## src/rtl/dmem_arb_pkg.sv

```systemverilog
// Shared types for the data-memory arbiter: grant and response-state encodings
// plus the starvation counter width. Imported by every arbiter file.
// Pure declarations; no logic, no latency.
package dmem_arb_pkg;

  // Wide enough for any legal starvation limit (1..15).
  localparam int CNT_W = 4;

  typedef enum logic [1:0] {
    GRANT_NONE = 2'd0,
    GRANT_CPU  = 2'd1,
    GRANT_DMA  = 2'd2
  } grant_e;

  typedef enum logic {
    RESP_IDLE = 1'b0,
    RESP_RD   = 1'b1
  } resp_e;

endpackage

```

## src/rtl/dmem_arbiter_if.sv

```systemverilog
// Bundle of CPU-side, DMA-side and DataMemory-side signals around the arbiter.
// slave modport = the arbiter; master modport = CPU/DMA/memory environment.
// No storage; purely a connection bundle.
interface dmem_arbiter_if #(
  parameter int ADDR_W = 9,
  parameter int DATA_W = 32
);
  logic              cpu_read;
  logic              cpu_write;
  logic [ADDR_W-1:0] cpu_addr;
  logic [DATA_W-1:0] cpu_wdata;
  logic [DATA_W-1:0] cpu_rdata;
  logic              cpu_stall;
  logic              dma_valid;
  logic              dma_we;
  logic [ADDR_W-1:0] dma_addr;
  logic [DATA_W-1:0] dma_wdata;
  logic              dma_ready;
  logic              dma_rvalid;
  logic [DATA_W-1:0] dma_rdata;
  logic [ADDR_W-1:0] mem_addr;
  logic [DATA_W-1:0] mem_wdata;
  logic              mem_write;
  logic              mem_read;
  logic [DATA_W-1:0] mem_rdata;

  modport slave (
    input  cpu_read, cpu_write, cpu_addr, cpu_wdata,
    output cpu_rdata, cpu_stall,
    input  dma_valid, dma_we, dma_addr, dma_wdata,
    output dma_ready, dma_rvalid, dma_rdata,
    output mem_addr, mem_wdata, mem_write, mem_read,
    input  mem_rdata
  );

  modport master (
    output cpu_read, cpu_write, cpu_addr, cpu_wdata,
    input  cpu_rdata, cpu_stall,
    output dma_valid, dma_we, dma_addr, dma_wdata,
    input  dma_ready, dma_rvalid, dma_rdata,
    input  mem_addr, mem_wdata, mem_write, mem_read,
    output mem_rdata
  );
endinterface

```

## src/rtl/dmem_starve_counter.sv

```systemverilog
// Saturating count of consecutive cycles a DMA request has been refused.
// at_limit is combinational from the count register; clear beats increment.
// Holds at the limit until cleared, so the forced grant stays asserted.
module dmem_starve_counter
  import dmem_arb_pkg::*;
(
  input  logic             clk,
  input  logic             reset,
  input  logic             i_inc,
  input  logic             i_clr,
  input  logic [CNT_W-1:0] i_limit,
  output logic             o_at_limit
);

  logic [CNT_W-1:0] r_cnt;

  // Count refused cycles, saturate at the limit, restart on clear.
  always_ff @(posedge clk or posedge reset) begin
    if (reset) begin
      r_cnt <= '0;
    end else if (i_clr) begin
      r_cnt <= '0;
    end else if (i_inc && (r_cnt != i_limit)) begin
      r_cnt <= r_cnt + 1'b1;
    end
  end

  assign o_at_limit = (r_cnt == i_limit);

endmodule

```

## src/rtl/dmem_arbiter.sv

```systemverilog
// Shares the single-ported data memory between the MEM stage and a DMA port.
// CPU path is zero-latency; DMA read data returns one cycle after acceptance.
// Macro DMEM_ARB_FAIRNESS_EN: when defined, a starved DMA request steals one cycle and stalls the CPU.
module dmem_arbiter
  import dmem_arb_pkg::*;
#(
  parameter int ADDR_W     = 9,
  parameter int DATA_W     = 32,
  parameter int STARVE_MAX = 4
) (
  input logic           clk,
  input logic           reset,
  dmem_arbiter_if.slave bus
);

  logic              w_cpu_access;
  logic              w_force;
  logic              w_dma_ready;
  logic              w_rd_accept;
  grant_e            w_grant;
  resp_e             r_state;
  logic [DATA_W-1:0] r_rdata;

  assign w_cpu_access = bus.cpu_read | bus.cpu_write;

`ifdef DMEM_ARB_FAIRNESS_EN
  logic w_at_limit;

  // A handshake or a withdrawn request both restart the starvation count.
  dmem_starve_counter u_starve (
    .clk        (clk),
    .reset      (reset),
    .i_inc      (bus.dma_valid & ~w_dma_ready),
    .i_clr      (~bus.dma_valid | w_dma_ready),
    .i_limit    (CNT_W'(STARVE_MAX)),
    .o_at_limit (w_at_limit)
  );

  assign w_force = bus.dma_valid & w_at_limit;
`else
  // Strict CPU priority: DMA only gets cycles the CPU leaves idle.
  assign w_force = 1'b0;
`endif

  // Pick the memory owner for this cycle; nobody owns it while in reset.
  always_comb begin
    w_grant = GRANT_NONE;
    if (reset) begin
      w_grant = GRANT_NONE;
    end else if (bus.dma_valid && (!w_cpu_access || w_force)) begin
      w_grant = GRANT_DMA;
    end else if (w_cpu_access) begin
      w_grant = GRANT_CPU;
    end
  end

  // Steer the memory port to the granted requester; idle defaults to the CPU bus with no strobes.
  always_comb begin
    bus.mem_addr  = bus.cpu_addr;
    bus.mem_wdata = bus.cpu_wdata;
    bus.mem_write = 1'b0;
    bus.mem_read  = 1'b0;
    case (w_grant)
      GRANT_DMA: begin
        bus.mem_addr  = bus.dma_addr;
        bus.mem_wdata = bus.dma_wdata;
        bus.mem_write = bus.dma_we;
        bus.mem_read  = ~bus.dma_we;
      end
      GRANT_CPU: begin
        bus.mem_write = bus.cpu_write;
        bus.mem_read  = bus.cpu_read;
      end
      default: begin
      end
    endcase
  end

  assign w_dma_ready   = (w_grant == GRANT_DMA);
  assign w_rd_accept   = bus.dma_valid & w_dma_ready & ~bus.dma_we;
  assign bus.dma_ready = w_dma_ready;
  assign bus.cpu_stall = w_cpu_access & w_force & ~reset;
  assign bus.cpu_rdata = bus.mem_rdata;

  // Response FSM: capture DMA read data at acceptance, present it for exactly one cycle.
  always_ff @(posedge clk or posedge reset) begin
    if (reset) begin
      r_state <= RESP_IDLE;
      r_rdata <= '0;
    end else if (w_rd_accept) begin
      r_state <= RESP_RD;
      r_rdata <= bus.mem_rdata;
    end else begin
      r_state <= RESP_IDLE;
    end
  end

  assign bus.dma_rvalid = (r_state == RESP_RD);
  assign bus.dma_rdata  = r_rdata;

endmodule

```

## src/flat_wrapper.sv

```systemverilog
// flat-port wrapper written by rule: the top's interface ports become plain ports
module dmem_arbiter_flat import dmem_arb_pkg::*;
#(
  parameter int ADDR_W     = 9,
  parameter int DATA_W     = 32,
  parameter int STARVE_MAX = 4
)
  (clk, reset, bus_cpu_read, bus_cpu_write, bus_cpu_addr, bus_cpu_wdata, bus_cpu_rdata, bus_cpu_stall, bus_dma_valid, bus_dma_we, bus_dma_addr, bus_dma_wdata, bus_dma_ready, bus_dma_rvalid, bus_dma_rdata, bus_mem_addr, bus_mem_wdata, bus_mem_write, bus_mem_read, bus_mem_rdata);
  dmem_arbiter_if #(.ADDR_W(ADDR_W), .DATA_W(DATA_W)) bus_i ();
  input logic clk;
  input logic reset;
  input wire logic [$bits(bus_i.cpu_read)-1:0] bus_cpu_read;
  input wire logic [$bits(bus_i.cpu_write)-1:0] bus_cpu_write;
  input wire logic [$bits(bus_i.cpu_addr)-1:0] bus_cpu_addr;
  input wire logic [$bits(bus_i.cpu_wdata)-1:0] bus_cpu_wdata;
  output wire logic [$bits(bus_i.cpu_rdata)-1:0] bus_cpu_rdata;
  output wire logic [$bits(bus_i.cpu_stall)-1:0] bus_cpu_stall;
  input wire logic [$bits(bus_i.dma_valid)-1:0] bus_dma_valid;
  input wire logic [$bits(bus_i.dma_we)-1:0] bus_dma_we;
  input wire logic [$bits(bus_i.dma_addr)-1:0] bus_dma_addr;
  input wire logic [$bits(bus_i.dma_wdata)-1:0] bus_dma_wdata;
  output wire logic [$bits(bus_i.dma_ready)-1:0] bus_dma_ready;
  output wire logic [$bits(bus_i.dma_rvalid)-1:0] bus_dma_rvalid;
  output wire logic [$bits(bus_i.dma_rdata)-1:0] bus_dma_rdata;
  output wire logic [$bits(bus_i.mem_addr)-1:0] bus_mem_addr;
  output wire logic [$bits(bus_i.mem_wdata)-1:0] bus_mem_wdata;
  output wire logic [$bits(bus_i.mem_write)-1:0] bus_mem_write;
  output wire logic [$bits(bus_i.mem_read)-1:0] bus_mem_read;
  input wire logic [$bits(bus_i.mem_rdata)-1:0] bus_mem_rdata;
  assign bus_i.cpu_read = bus_cpu_read;
  assign bus_i.cpu_write = bus_cpu_write;
  assign bus_i.cpu_addr = bus_cpu_addr;
  assign bus_i.cpu_wdata = bus_cpu_wdata;
  assign bus_cpu_rdata = bus_i.cpu_rdata;
  assign bus_cpu_stall = bus_i.cpu_stall;
  assign bus_i.dma_valid = bus_dma_valid;
  assign bus_i.dma_we = bus_dma_we;
  assign bus_i.dma_addr = bus_dma_addr;
  assign bus_i.dma_wdata = bus_dma_wdata;
  assign bus_dma_ready = bus_i.dma_ready;
  assign bus_dma_rvalid = bus_i.dma_rvalid;
  assign bus_dma_rdata = bus_i.dma_rdata;
  assign bus_mem_addr = bus_i.mem_addr;
  assign bus_mem_wdata = bus_i.mem_wdata;
  assign bus_mem_write = bus_i.mem_write;
  assign bus_mem_read = bus_i.mem_read;
  assign bus_i.mem_rdata = bus_mem_rdata;
  dmem_arbiter #(.ADDR_W(ADDR_W), .DATA_W(DATA_W), .STARVE_MAX(STARVE_MAX)) u_core (.clk(clk), .reset(reset), .bus(bus_i));
endmodule
```

## config.mk

```make
export PLATFORM = sky130hd
export DESIGN_NAME = dmem_arbiter_flat
export DESIGN_NICKNAME = d
export VERILOG_FILES = /design/src/rtl/dmem_arb_pkg.sv /design/src/rtl/dmem_arbiter_if.sv /design/src/rtl/dmem_starve_counter.sv /design/src/rtl/dmem_arbiter.sv /design/src/flat_wrapper.sv
export SDC_FILE = /design/constraint.sdc
export NUM_CORES = 1
export LEC_CHECK = 0
export CORE_MARGIN = 1.5
export CORE_UTILIZATION = 27
export CTS_BUF_LIST = sky130_fd_sc_hd__clkbuf_8
export DETAILED_ROUTE_END_ITERATION = 16
export PLACE_DENSITY = 0.8
export SYNTH_ARGS = -nofsm -noshare
export SYNTH_HDL_FRONTEND = slang
export SYNTH_SLANG_ARGS = --single-unit
```

## constraint.sdc

```tcl
create_clock -name clk -period 3.2 [get_ports clk]
set_input_delay 0.64 -clock clk [delete_from_list [all_inputs] [get_ports clk]]
set_output_delay 0.64 -clock clk [all_outputs]
set_load 0.05 [all_outputs]
```

==> reports/metrics.cfg, run 1 <==
[floorplanning]
die_y_um=92.95
area_of_the_placeable_core_um2=7767
die_outline_area_um2=8640
fp.dieW_um=92.95
placement_rows=32
io_pins=230
floorplan.initialDensity=0.2812

[sta]
period_share=0.9805
hold_slack_ps=506.1
report.final.slew_viol_count=0
finalHoldViolations=0
fin_worst_skew_ps=0
tightestPinTransition_ps=528.3
fmax_ghz=0.3187
post-route-min-period_ps=3138
rsz0062_at_grt=no
slew-limit-headroom=0.6467
tns_ps=0
layout_setup_ws_ps=62.27
final-setup-viol-count=0

[clocking]
clock_tree.htree_level_count=2
postCtsSetupRepairBufs=0
clock-root-buffer=sky130_fd_sc_hd__clkbuf_8
cts-buffers-inserted=5
clkTransAtPathRegs_ps=60
clock_tree.buffer_depth=2
tritoncts_clock_tree=built
worst_skew_pair.late_latency_ps=280
cts.sinks=33

[placement]
detailedPlace.worstSlack_ps=34.37
dpl-instance-area_um2=4290
hpwl_um=6673
post-place-cells=459
buffer_ports.inserted=228
gp_congestion=0.7416

[synthesis]
synthesis.nets=287
netlist_instances=164
yosys.cell_types.count=18
syn_area_um2=2185
seq_area_frac_synth=0.3780
yosys_warnings=0
postSynthAreaPerCell_um2=13.32
ffs_latches_synth=33

[setup_path]
crit_chain=clkdlybuf4s50_1, nor2_2, and3_1, ha_4, buf_4, mux2_2, buf_4
worst_ep_required_time_ps=2560
timing.critical_path.fanout_max=7
critical_path.most_common_cell=sky130_fd_sc_hd__buf_4
crit_family=buffers and inverters
critPathArrivalTime_ps=2500
cp-end-kind=output port
timing.critical_path.slowest_cell_delay_ps=480
cp-start-kind=input port
critical_path.n_buffers_inverters=3
worst-setup-path-type=in -> out
crit_path_top_delay_cell=sky130_fd_sc_hd__clkdlybuf4s50_1

[layout]
commonest_cells_after_routing_fill_and_taps_aside=184 x sky130_fd_sc_hd__clkdlybuf4s50_1, 46 x sky130_fd_sc_hd__buf_4, 44 x sky130_fd_sc_hd__mux2_2
drive_gt1_frac=0.3709
area_growth_pct=101.0
filler_cell_count=660
postLayoutCoreUtil=0.5654
nets=488
final_area_um2=4392
seqCellArea_um2=825.8
layout.cells.most_common=sky130_fd_sc_hd__clkdlybuf4s50_1
antenna_cells_inserted=0
footprint_of_the_multi_input_gates_um2=1061
stdcell_count=466

[power]
p_total_mw=1.790
static-leakage-power_nw=1.969
power_density_nw_per_um2=407.6
max-vdd-ir-drop_mv=0.2708

[routing]
wl_per_cell_um=17.53
routed-via-count=2002
number_of_design_rule_violations_left_by_the_first_detailed_router_iteration=25
count_of_nets_left_with_antenna_violations_after_detail_routing=0
drt_first_pass_iters=4
drt_drc_violations_left=0
postRouteWirelength_um=8170
viasPerCell=4.296

[global_routing]
grt_first_pass_wirelength_um=11540
grt_overflow_total=0
grt_usage=0.1751
first_global_vias=2150
grt_max_degree=36
antenna_found_initial=0

[run]
max_cap_violations=0

[outcome]
status=finished clean

[worst_hold_path]
hold_path_class=reg -> reg

cell usage after synthesis:
library cell	number	area [um^2]
sky130_fd_sc_hd__ha_1	3	37.54
sky130_fd_sc_hd__a22oi_1	1	7.510
sky130_fd_sc_hd__inv_1	2	7.510
sky130_fd_sc_hd__nor2_1	3	11.26
sky130_fd_sc_hd__nand2_1	1	3.750
sky130_fd_sc_hd__dfrtp_1	33	825.8
sky130_fd_sc_hd__buf_2	4	20.02
sky130_fd_sc_hd__nand2b_1	1	6.260
sky130_fd_sc_hd__buf_6	3	33.78
sky130_fd_sc_hd__buf_4	34	255.2
sky130_fd_sc_hd__and3_1	1	6.260
sky130_fd_sc_hd__conb_1	1	3.750
sky130_fd_sc_hd__nand3_1	1	5.000
sky130_fd_sc_hd__mux2_2	44	495.5
sky130_fd_sc_hd__a21oi_1	1	5.000
sky130_fd_sc_hd__mux2_4	29	435.4
sky130_fd_sc_hd__o21ai_0	1	5.000
sky130_fd_sc_hd__nand3b_4	1	20.02
cells by family (layout without fill, tap and decap cells):
kind of cell             count (synthesis)  after routing  synth area share
buffers and inverters                   43            243            0.1449
adder cells (fa/ha/maj)                  3              3           0.01718
flip-flops                              33             33            0.3780
other                                    1              1          0.001717
AO/OA/AOI/OAI                            3              3          0.008015
AND/OR/NAND/NOR                          8              8           0.02405
multiplexers                            73             73            0.4261
final timing paths:
path | startpoint | endpoint | slack [ps] | cells past startpoint
max | bus_cpu_write | bus_mem_wdata[21] | 60 | 7
min | u_core.bus.dma_rdata[28] | u_core.bus.dma_rdata[28] | 510 | 1
max reg2reg | u_core.bus.dma_rdata[7] | u_core.bus.dma_rdata[7] | 2430 | 1
min reg2reg | u_core.bus.dma_rdata[28] | u_core.bus.dma_rdata[28] | 510 | 1
max in group asynchronous | reset | u_core.bus.dma_rdata[28] | 2060 | 3
min in group asynchronous | reset | u_core.bus.dma_rdata[30] | 830 | 3
state kept, by name, indices dropped and copies added, names as in the netlist:
signal and cells:
u_core.bus.dma_rdata 32, u_core.bus.dma_rvalid 1
where the power goes:
part | internal [mW] | switching [mW] | leakage (nW)
registers | 0.482 | 0.0367 | 0.435
clock network | 0.143 | 0.141 | 0.0399
logic | 0.422 | 0.565 | 1.49
layout make-up:
class / instances / area share
inverter: 2 / 0.002564
timing repair buffer: 235 / 0.5219
multi-input combinational: 88 / 0.2416
clock inverter: 1 / 0.001140
sequential: 33 / 0.1880
tap: 102 / 0.02906
clock buffer: 5 / 0.01567
repair_timing:
item | 4_1_cts | 5_1_grt
hold buffers | 0 | 0
hold endpoints to repair | 0 | 0
endpoints found under the setup margin | 0 | 36
resized for setup | 0 | 1
metal layers:
layer,share of wire,track usage,vias to the layer above
met2,0.56,0.3479,110
li1,-,-,937
met3,0.083,0.04516,10
met4,0.020,0.05934,0
met5,0,0,-
met1,0.34,0.1715,945
No activity file was read; power rests on OpenSTA's default activity.
==> inputs of run 2 (changes only) <==
- CORE_AREA: not set -> 2 2 89 91
- CORE_MARGIN: 1.5 -> not set
- CORE_UTILIZATION: 27 -> not set
- CTS_CLUSTER_SIZE: not set -> 12
- DIE_AREA: not set -> 0 0 91 93
- PLACE_DENSITY: 0.8 -> 0.82
- clock period: 3.2 -> 3 ns (I/O delays scaled with it)
==> run 2 against run 1 <==
Via count rose by 2.6%; non-clock buffer count increased by 2; sequential share of layout area decreased by 2.6 points; largest power group unchanged; combinational power is 20% higher; critical path depth unchanged; first-iteration DRC count rose by 32%; setup slack improved by 1.8 ps; die area is 2.0% lower; utilization up 11 points; cell count grew 0.86%; critical endpoint is now bus_mem_wdata[22].
==> reports/metrics.cfg, run 2 (synthesis gave the netlist of run 1 again) <==
[setup_path]
timing.critical_path.fanout_max=25  ; was 7
crit_path_top_delay_cell=sky130_fd_sc_hd__clkdlybuf4s50_1  ; unchanged
cp-end-kind=output port  ; unchanged
critPathArrivalTime_ps=2340  ; was 2500 ps
critical_path.most_common_cell=sky130_fd_sc_hd__buf_12  ; was sky130_fd_sc_hd__buf_4
critical_path.n_buffers_inverters=4  ; was 3
crit_family=buffers and inverters  ; unchanged
cp-start-kind=input port  ; unchanged
timing.critical_path.slowest_cell_delay_ps=540  ; was 480 ps
worst_ep_required_time_ps=2400  ; was 2560 ps
worst-setup-path-type=in -> out  ; unchanged
crit_chain=clkdlybuf4s50_1, clkinvlp_4, and3_4, ha_4, buf_12, mux2_4, buf_12  ; was clkdlybuf4s50_1, nor2_2, and3_1, ha_4, buf_4, mux2_2, buf_4

[global_routing]
global_route.usage.met1=0.2158  ; was 0.1715
groute.layer.met3.usage=0.09911  ; was 0.04516
grt_usage=0.2082  ; was 0.1751
grt_most_used_layer=met2  ; unchanged
globalRouteMet2Util=0.3759  ; was 0.3479
grt_first_pass_wirelength_um=13470  ; was 11540 um
antenna_found_initial=0  ; unchanged
grt_max_degree=34  ; was 36
grt_overflow_total=0  ; unchanged
first_global_vias=2335  ; was 2150

[clocking]
clkTransAtPathRegs_ps=70  ; was 60 ps
clock_tree.buffer_depth=2  ; unchanged
clock_tree.htree_level_count=2  ; unchanged
cts-buffers-inserted=5  ; unchanged
clock-root-buffer=sky130_fd_sc_hd__clkbuf_8  ; unchanged
cts.sinks=33  ; unchanged
tritoncts_clock_tree=built  ; unchanged
worst_skew_pair.late_latency_ps=290  ; was 280 ps

[layout]
postLayoutCoreUtil=0.6784  ; was 0.5654
area_growth_pct=133.7  ; was 101.0%
filler_cell_count=573  ; was 660
commonest_cells_after_routing_fill_and_taps_aside=184 x sky130_fd_sc_hd__clkdlybuf4s50_1, 69 x sky130_fd_sc_hd__mux2_4, 45 x sky130_fd_sc_hd__buf_12  ; was 184 x sky130_fd_sc_hd__clkdlybuf4s50_1, 46 x sky130_fd_sc_hd__buf_4, 44 x sky130_fd_sc_hd__mux2_2
drive_gt1_frac=0.3804  ; was 0.3709
stdcell_count=470  ; was 466
final_area_um2=5106  ; was 4392 um^2
largest_reg_flops=32  ; unchanged
nets=490  ; was 488
seqCellArea_um2=825.8  ; unchanged
footprint_of_the_multi_input_gates_um2=1224  ; was 1061 um^2
layout.cells.most_common=sky130_fd_sc_hd__clkdlybuf4s50_1  ; unchanged
antenna_cells_inserted=0  ; unchanged

[sta]
final-setup-viol-count=0  ; unchanged
slew-limit-headroom=0.6455  ; was 0.6467
tns_ps=0  ; unchanged
report.final.slew_viol_count=0  ; unchanged
hold_slack_ps=509.9  ; was 506.1 ps
period_share=0.9787
fmax_ghz=0.3406
fin_worst_skew_ps=0  ; unchanged
post-route-min-period_ps=2936
rsz0062_at_grt=no  ; unchanged
tightestPinTransition_ps=530.1  ; was 528.3 ps
finalHoldViolations=0  ; unchanged
layout_setup_ws_ps=64.03  ; was 62.27 ps

[floorplanning]
io_pins=230  ; unchanged
fp.dieW_um=91  ; was 92.95 um
placement_rows=32  ; unchanged
die_y_um=93  ; was 92.95 um
area_of_the_placeable_core_um2=7527  ; was 7767 um^2
die_outline_area_um2=8463  ; was 8640 um^2
floorplan.initialDensity=0.2902  ; was 0.2812

[routing]
postRouteWirelength_um=9094  ; was 8170 um
routed-via-count=2055  ; was 2002
number_of_design_rule_violations_left_by_the_first_detailed_router_iteration=33  ; was 25
drt_drc_violations_left=0  ; unchanged
viasPerCell=4.372  ; was 4.296
count_of_nets_left_with_antenna_violations_after_detail_routing=0  ; unchanged
drt_first_pass_iters=4  ; unchanged
wl_per_cell_um=19.35  ; was 17.53 um

[placement]
hpwl_um=7719  ; was 6673 um
post-place-cells=462  ; was 459
detailedPlace.worstSlack_ps=67.96  ; was 34.37 ps
buffer_ports.inserted=228  ; unchanged
dpl-instance-area_um2=4989  ; was 4290 um^2
gp_congestion=0.7094  ; was 0.7416

[power]
max-vdd-ir-drop_mv=0.2938  ; was 0.2708 mV
static-leakage-power_nw=2.305  ; was 1.969 nW
p_total_mw=2.161  ; was 1.790 mW
power_density_nw_per_um2=423.2  ; was 407.6 nW/um^2

[outcome]
status=finished clean  ; unchanged

[run]
max_cap_violations=0  ; unchanged

[worst_hold_path]
hold_path_class=reg -> reg  ; unchanged

run 2: changes by cell type in the layout (fill, tap and decap cells not counted), sizes merged:
| cell | delta |
|---|---|
| clkinvlp | +1 |
| buf | +3 |
| bufinv | +1 |
| clkbuf | -1 |
run 2: power by group:
group	switching [mW]	total, mW	internal, mW
Clock	0.175	0.424	0.249
Combinational	0.625	1.18	0.557
Sequential	0.0418	0.555	0.513
run 2: layer usage:
metal | part of all wire | routed length [um] | up-vias
li1 | - | - | 941
met1 | 0.34 | 3058 | 975
met2 | 0.53 | 4801 | 127
met3 | 0.11 | 1041 | 12
met4 | 0.021 | 193 | 0
met5 | 0 | 0 | -
run 2: final cells by class:
type / instances / area share
Multi-Input combinational cell: 88 / 0.2396
Timing Repair Buffer: 237 / 0.5489
Sequential cell: 33 / 0.1617
Clock buffer: 5 / 0.01348
Clock inverter: 3 / 0.009066
Tap cell: 102 / 0.02499
Inverter: 2 / 0.002205
run 2: worst paths after layout:
kind / from / end / slack (ps) / cells after the start
hold reg to reg: u_core.bus.dma_rdata[29] / u_core.bus.dma_rdata[29] / 510 / 1
setup / recovery: reset / bus_mem_wdata[22] / 60 / 7
hold / removal: u_core.bus.dma_rdata[29] / u_core.bus.dma_rdata[29] / 510 / 1
setup reg to reg: u_core.bus.dma_rdata[27] / u_core.bus.dma_rdata[27] / 2220 / 1
min in group asynchronous: reset / u_core.bus.dma_rdata[0] / 890 / 3
max in group asynchronous: reset / u_core.bus.dma_rdata[28] / 1800 / 3
run 2: what timing repair did:
action	CTS	global route
setup endpoints to repair	0	11
hold buffers	0	0
setup buffers	0	0
endpoints found under the hold margin	0	0
resized for setup	0	1
==> inputs of run 3 (changes only) <==
- CAP_MARGIN: not set -> 40
- SLEW_MARGIN: not set -> 20
==> results of run 3 <==
No change in the layout: final DEF, timing and power equal those of run 2.
